[config.mk]
export PLATFORM = sky130hd
export DESIGN_NAME = dmem_ctrl_flat
export DESIGN_NICKNAME = d
export VERILOG_FILES = /design/src/rtl/dmem_pkg.sv /design/src/rtl/dmem_if.sv /design/src/rtl/dmem_load_align.sv /design/src/rtl/dmem_ctrl.sv /design/src/flat_wrapper.sv
export SDC_FILE = /design/constraint.sdc
export NUM_CORES = 2
export LEC_CHECK = 0
export CAP_MARGIN = 20
export CORE_UTILIZATION = 42
export CTS_BUF_LIST = sky130_fd_sc_hd__clkbuf_4 sky130_fd_sc_hd__clkbuf_8
export DETAILED_ROUTE_END_ITERATION = 6
export PLACE_DENSITY_LB_ADDON = 0.15
export SLEW_MARGIN = 20
export SYNTH_ARGS = -nofsm -noshare
export SYNTH_HDL_FRONTEND = slang
export SYNTH_SLANG_ARGS = --single-unit
[constraint.sdc]
create_clock -name clk -period 2.4 [get_ports clk]
set_input_delay 0.24 -clock clk [delete_from_list [all_inputs] [get_ports clk]]
set_output_delay 0.24 -clock clk [all_outputs]
set_load 0.005 [all_outputs]
[src/rtl/dmem_pkg.sv]
// Shared types for the MEM-stage data memory: access sizes, controller states, lane width.
package dmem_pkg;

    typedef enum logic [1:0] {
        SZ_BYTE = 2'b00,
        SZ_HALF = 2'b01,
        SZ_WORD = 2'b10,
        SZ_RSVD = 2'b11
    } size_e;

    typedef enum logic {
        S_INIT = 1'b0,
        S_IDLE = 1'b1
    } state_e;

    // Byte-lane select is address[1:0] within a 32-bit word
    localparam int LANE_W = 2;

endpackage

[src/rtl/dmem_if.sv]
// Request/response bundle between the EX/MEM register, the data memory and the MEM/WB register.
interface dmem_if #(
    parameter int ADDR_WIDTH = 32
);
    logic                  req;
    logic                  write;
    logic [1:0]            size;
    logic                  unsigned_ld;
    logic [ADDR_WIDTH-1:0] address;
    logic [31:0]           write_data;
    logic                  ready;
    logic                  read_valid;
    logic [31:0]           read_data;
    logic                  misaligned;

    modport master (
        output req, write, size, unsigned_ld, address, write_data,
        input  ready, read_valid, read_data, misaligned
    );

    modport slave (
        input  req, write, size, unsigned_ld, address, write_data,
        output ready, read_valid, read_data, misaligned
    );
endinterface

[src/rtl/dmem_load_align.sv]
// Lane select + sign/zero extension of a load, and alignment check shared with stores.
// Latency: purely combinational.
// Backpressure: none; evaluated every cycle regardless of acceptance.
module dmem_load_align
    import dmem_pkg::*;
(
    input  logic [31:0]       rd_word,
    input  logic [LANE_W-1:0] lane,
    input  logic [1:0]        size,
    input  logic              unsigned_ld,
    output logic [31:0]       result,
    output logic              misaligned
);
    logic [31:0] shifted;

    assign shifted = rd_word >> {lane, 3'b000};

    always_comb begin
        result     = '0;
        misaligned = 1'b0;
        case (size_e'(size))
            SZ_BYTE: result = {{24{~unsigned_ld & shifted[7]}}, shifted[7:0]};
            SZ_HALF: begin
                misaligned = lane[0];
                result     = {{16{~unsigned_ld & shifted[15]}}, shifted[15:0]};
            end
            SZ_WORD: begin
                misaligned = (lane != '0);
                result     = rd_word;
            end
            default: misaligned = 1'b1;
        endcase
    end
endmodule

[src/rtl/dmem_ctrl.sv]
// Byte/half/word data memory for the MEM stage; DMEM_CLEAR_EN adds a post-reset zero-fill.
// Latency: stores commit at the accepting edge; load data and read_valid are registered, one cycle.
// Backpressure: ready low while initialising; requests seen with ready low are dropped.
module dmem_ctrl
    import dmem_pkg::*;
#(
    parameter int DEPTH      = 64,
    parameter int ADDR_WIDTH = 32
) (
    input  logic clk,
    input  logic reset_n,
    dmem_if.slave bus
);
    localparam int IDX_W = $clog2(DEPTH);

    logic [31:0]       mem [DEPTH];
    state_e            state_q, state_d;
    logic [IDX_W-1:0]  idx;
    logic [LANE_W-1:0] lane;
    logic [31:0]       ld_result;
    logic              mis;
    logic              accept, ld_ok, st_ok;
    logic [3:0]        be;
    logic [31:0]       wdat;
    logic              clr_we, clr_done;
    logic [IDX_W-1:0]  clr_idx;
    logic              read_valid_q, misaligned_q;
    logic [31:0]       read_data_q;
    logic              unused_addr;

    // Upper address bits wrap away by design
    assign unused_addr = ^bus.address;
    assign idx         = bus.address[2 +: IDX_W];
    assign lane        = bus.address[LANE_W-1:0];

    assign accept = bus.req && (state_q == S_IDLE);
    assign ld_ok  = accept && !bus.write && !mis;
    assign st_ok  = accept &&  bus.write && !mis;

    dmem_load_align u_load_align (
        .rd_word     (mem[idx]),
        .lane        (lane),
        .size        (bus.size),
        .unsigned_ld (bus.unsigned_ld),
        .result      (ld_result),
        .misaligned  (mis)
    );

    // Store data is replicated across lanes; byte enables pick the target lane(s)
    always_comb begin
        be   = '0;
        wdat = bus.write_data;
        case (size_e'(bus.size))
            SZ_BYTE: begin
                be   = 4'b0001 << lane;
                wdat = {4{bus.write_data[7:0]}};
            end
            SZ_HALF: begin
                be   = lane[1] ? 4'b1100 : 4'b0011;
                wdat = {2{bus.write_data[15:0]}};
            end
            SZ_WORD: be = 4'b1111;
            default: be = '0;
        endcase
    end

`ifdef DMEM_CLEAR_EN
    logic [IDX_W-1:0] clr_cnt_q;

    always_ff @(posedge clk or negedge reset_n) begin
        if (!reset_n) begin
            clr_cnt_q <= '0;
        end else if (state_q == S_INIT) begin
            clr_cnt_q <= clr_cnt_q + 1'b1;
        end
    end

    assign clr_we   = (state_q == S_INIT);
    assign clr_idx  = clr_cnt_q;
    assign clr_done = (clr_cnt_q == '1);
`else
    assign clr_we   = 1'b0;
    assign clr_idx  = '0;
    assign clr_done = 1'b1;
`endif

    always_ff @(posedge clk) begin
        if (clr_we) begin
            mem[clr_idx] <= '0;
        end else if (st_ok) begin
            for (int b = 0; b < 4; b++) begin
                if (be[b]) mem[idx][8*b +: 8] <= wdat[8*b +: 8];
            end
        end
    end

    always_ff @(posedge clk or negedge reset_n) begin
        if (!reset_n) state_q <= S_INIT;
        else          state_q <= state_d;
    end

    always_comb begin
        state_d = state_q;
        case (state_q)
            S_INIT:  if (clr_done) state_d = S_IDLE;
            S_IDLE:  state_d = S_IDLE;
            default: state_d = S_INIT;
        endcase
    end

    always_ff @(posedge clk or negedge reset_n) begin
        if (!reset_n) begin
            read_valid_q <= 1'b0;
            read_data_q  <= '0;
            misaligned_q <= 1'b0;
        end else begin
            read_valid_q <= ld_ok;
            misaligned_q <= accept && mis;
            if (ld_ok) read_data_q <= ld_result;
        end
    end

    assign bus.ready      = (state_q == S_IDLE);
    assign bus.read_valid = read_valid_q;
    assign bus.read_data  = read_data_q;
    assign bus.misaligned = misaligned_q;
endmodule

[src/flat_wrapper.sv]
// flat-port wrapper written by rule: the top's interface ports become plain ports
module dmem_ctrl_flat import dmem_pkg::*;
#(
    parameter int DEPTH      = 64,
    parameter int ADDR_WIDTH = 32
)
  (clk, reset_n, bus_req, bus_write, bus_size, bus_unsigned_ld, bus_address, bus_write_data, bus_ready, bus_read_valid, bus_read_data, bus_misaligned);
  dmem_if #(.ADDR_WIDTH(ADDR_WIDTH)) bus_i ();
  input  logic clk;
  input  logic reset_n;
  input wire logic [$bits(bus_i.req)-1:0] bus_req;
  input wire logic [$bits(bus_i.write)-1:0] bus_write;
  input wire logic [$bits(bus_i.size)-1:0] bus_size;
  input wire logic [$bits(bus_i.unsigned_ld)-1:0] bus_unsigned_ld;
  input wire logic [$bits(bus_i.address)-1:0] bus_address;
  input wire logic [$bits(bus_i.write_data)-1:0] bus_write_data;
  output wire logic [$bits(bus_i.ready)-1:0] bus_ready;
  output wire logic [$bits(bus_i.read_valid)-1:0] bus_read_valid;
  output wire logic [$bits(bus_i.read_data)-1:0] bus_read_data;
  output wire logic [$bits(bus_i.misaligned)-1:0] bus_misaligned;
  assign bus_i.req = bus_req;
  assign bus_i.write = bus_write;
  assign bus_i.size = bus_size;
  assign bus_i.unsigned_ld = bus_unsigned_ld;
  assign bus_i.address = bus_address;
  assign bus_i.write_data = bus_write_data;
  assign bus_ready = bus_i.ready;
  assign bus_read_valid = bus_i.read_valid;
  assign bus_read_data = bus_i.read_data;
  assign bus_misaligned = bus_i.misaligned;
  dmem_ctrl #(.DEPTH(DEPTH), .ADDR_WIDTH(ADDR_WIDTH)) u_core (.clk(clk), .reset_n(reset_n), .bus(bus_i));
endmodule
==> results.toml <==
[floorplan]
chipHeight_um = 438
io_pins = 106
core_area_um2 = 188000
die_area_um2 = 192000
rows = 159
start_util = 0.424
die_x_um = 438

[placed_design]
hpwl_um = 199000
place_congestion = 0.934
place_worst_setup_slack_ps = -1230
portBuffers = 81

[synth]
synthFlopType = "edfxtp_1"
synth_edf_count = 2048
synth-seq-cells = 2083
netlist_instances = 4607
synth.distinct_cells = 83
syn-cell-area_um2 = 80000
synth_fp_nets = 4678
synth_warnings = 0
ys_async_sr_fraction = 0.0168
ys_seq_area_frac = 0.780
syn_avg_cell_area_um2 = 17.4

[cts]
cts_buffers = 354
cts_tree = "yes"
cts_root_buf = "clkbuf_8"
cts_num_sinks = 2083
clk_pin_slew_ps = 70
clkLatencyLatePin_ps = 1060
cts_max_level = 5
clk_path_buf_depth = 4

[route]
drc = 1
drt-pass1-iter-count = 7
wl_um = 293000
vias = 52300
drtIter0Drc = 7546
viasPerCell = 6.12
wire_per_inst_um = 34.3
final_antenna_net_count = 0

[timing]
fin_hold_ws_ps = 137
maxSlewViolCount = 0
worst_slew_margin_rel = 0.324
worstMarginPinSlew_ps = 1010
fmax_mhz = 328
min_period_ps = 3050
rsz0062_at_grt = "yes"
period_share = 1.27
setup_viol = 31
hold_viol_final = 0
timing.final.ws_setup_ps = -651
skew_ps = 63.0

[layout]
final_common_cell = "edfxtp_1"
multiInputGateArea_um2 = 17100
final_cell_mix = "2,048 x edfxtp_1, 809 x buf_4, 429 x a22oi_1"
areaGrowthSynthToFinish_pct = 26.9
drive_gt1_frac = 0.326
fin_nets = 5872
n_fill_cell = 15100
regArea_um2 = 62400

[setup_path]
cp.required_ps = 3340
arrival_ps = 3990
critPathLaunchType = "register"
crit_fanout = 2
crit_type = "reg -> reg"
cp-end-kind = "register"

[power_and_ir_drop]
power.density_nw_per_um2 = 758
p_leak_nw = 33.8
ir_worst_vdd_uv = 695

[global_routing]
grt_max_degree = 65
grt_usage = 0.301
antenna_found_initial = 12
grt_overflow = 0
grt_pass1_wl_um = 402000
grt_pass1_vias = 50600

[status]
status = "complete, but fails checks"
violations = "DRC, setup timing"

[job]
cap_violations = 0

[min_path]
hold_path.class = "in -> reg"
-- power by group --
part           internal [mW]  switching [mW]
Sequential              40.3           0.161
Clock                   16.3            14.0
Combinational           2.31            3.74
-- path summary, 6_finish.rpt --
check / startpoint / end / slack (ps) / cells past startpoint
max: u_core.mem[41][18] / u_core.bus.read_data[2] / -650 / 10
min: bus_write_data[25] / u_core.mem[12][25] / 140 / 4
max reg2reg: u_core.mem[41][18] / u_core.bus.read_data[2] / -650 / 10
min reg2reg: u_core.bus.read_data[30] / u_core.bus.read_data[30] / 530 / 2
max in group asynchronous: reset_n / u_core.bus.read_valid / 1950 / 4
min in group asynchronous: reset_n / u_core.bus.read_data[18] / 230 / 4
-- worst max-delay path, cell delays in order (launching register included) --
cell	delay, ps
edfxtp_1	360
mux2_2	260
a221o_1	290
a222oi_1	690
a2bb2oi_1	240
buf_4	160
nand4_1	200
buf_6	230
nor2_4	80
a211oi_2	60
o32a_1	360
-- routing by layer --
layer | vias up | GRT usage | wire, µm
li1 | 21400 | - | -
met1 | 27100 | 0.419 | 118000
met2 | 3251 | 0.467 | 135000
met3 | 565 | 0.0586 | 28600
met4 | 4 | 0.113 | 11500
met5 | - | 0 | 18
-- cell families after synthesis --
logic type      Yosys count  synth area share
xor+xnor                  1          0.000110
compound gates         1117             0.105
flops                  2083             0.780
other cells               1         0.0000469
mux                     288            0.0441
buf+inv                 341            0.0202
simple gates            776            0.0500
-- final cells by class --
| type | instances | share of cell area |
|---|---|---|
| inverter | 5 | 0.000185 |
| tap | 2495 | 0.0308 |
| clock inverter | 114 | 0.00609 |
| timing repair buffer | 1174 | 0.121 |
| clock buffer | 487 | 0.0583 |
| multi-input combinational | 2183 | 0.168 |
| sequential | 2083 | 0.615 |
| antenna | 5 | 0.000123 |
-- synthesized netlist by cell type, drive strengths merged (32+ instances only) --
master / n / area [µm²]
o22ai: 36 / 225
a31oi: 112 / 701
a222oi: 43 / 430
nand2: 142 / 533
buf: 201 / 1090
a22oi: 434 / 3260
mux2: 91 / 1020
edfxtp: 2048 / 61500
a21oi: 82 / 410
clkbuf: 135 / 507
o21ai: 57 / 285
nor2: 341 / 1280
mux2i: 155 / 1550
dfrtp: 35 / 876
a22o: 100 / 876
a221oi: 88 / 771
nand4: 32 / 200
mux4: 42 / 946
-- through the flow --
stage	utilization	instances	setup TNS, ps	instance area, µm²	power, mW
final	0.539	8546	-13530	101000	76.9
after detailed placement	0.500	7919	-966430	94200	47.0
after global placement	0.500	7919	-962580	94200	47.0
after global routing	0.539	8545	-16070	101000	78.8
after floorplan	-	4607	-200890	80600	43.4
after CTS	0.537	8539	-11550	101000	77.1
-- sequential cells by signal, indices dropped and copies added, names as in the netlist --
name and flops:
u_core.bus.misaligned 1, u_core.bus.read_data 32, u_core.bus.read_valid 1, u_core.bus.ready 1
u_core.mem 2048
-- what timing repair did --
item / CTS / global route
pin swaps: 25 / 26
buffers inserted: 2 / 2
resized for setup: 56 / 35
hold buffers: 16 / 0
setup endpoints to repair: 32 / 32
hold endpoints to repair: 329 / 0
gates cloned: 1 / 0
Power figures use the tool's default switching activity.
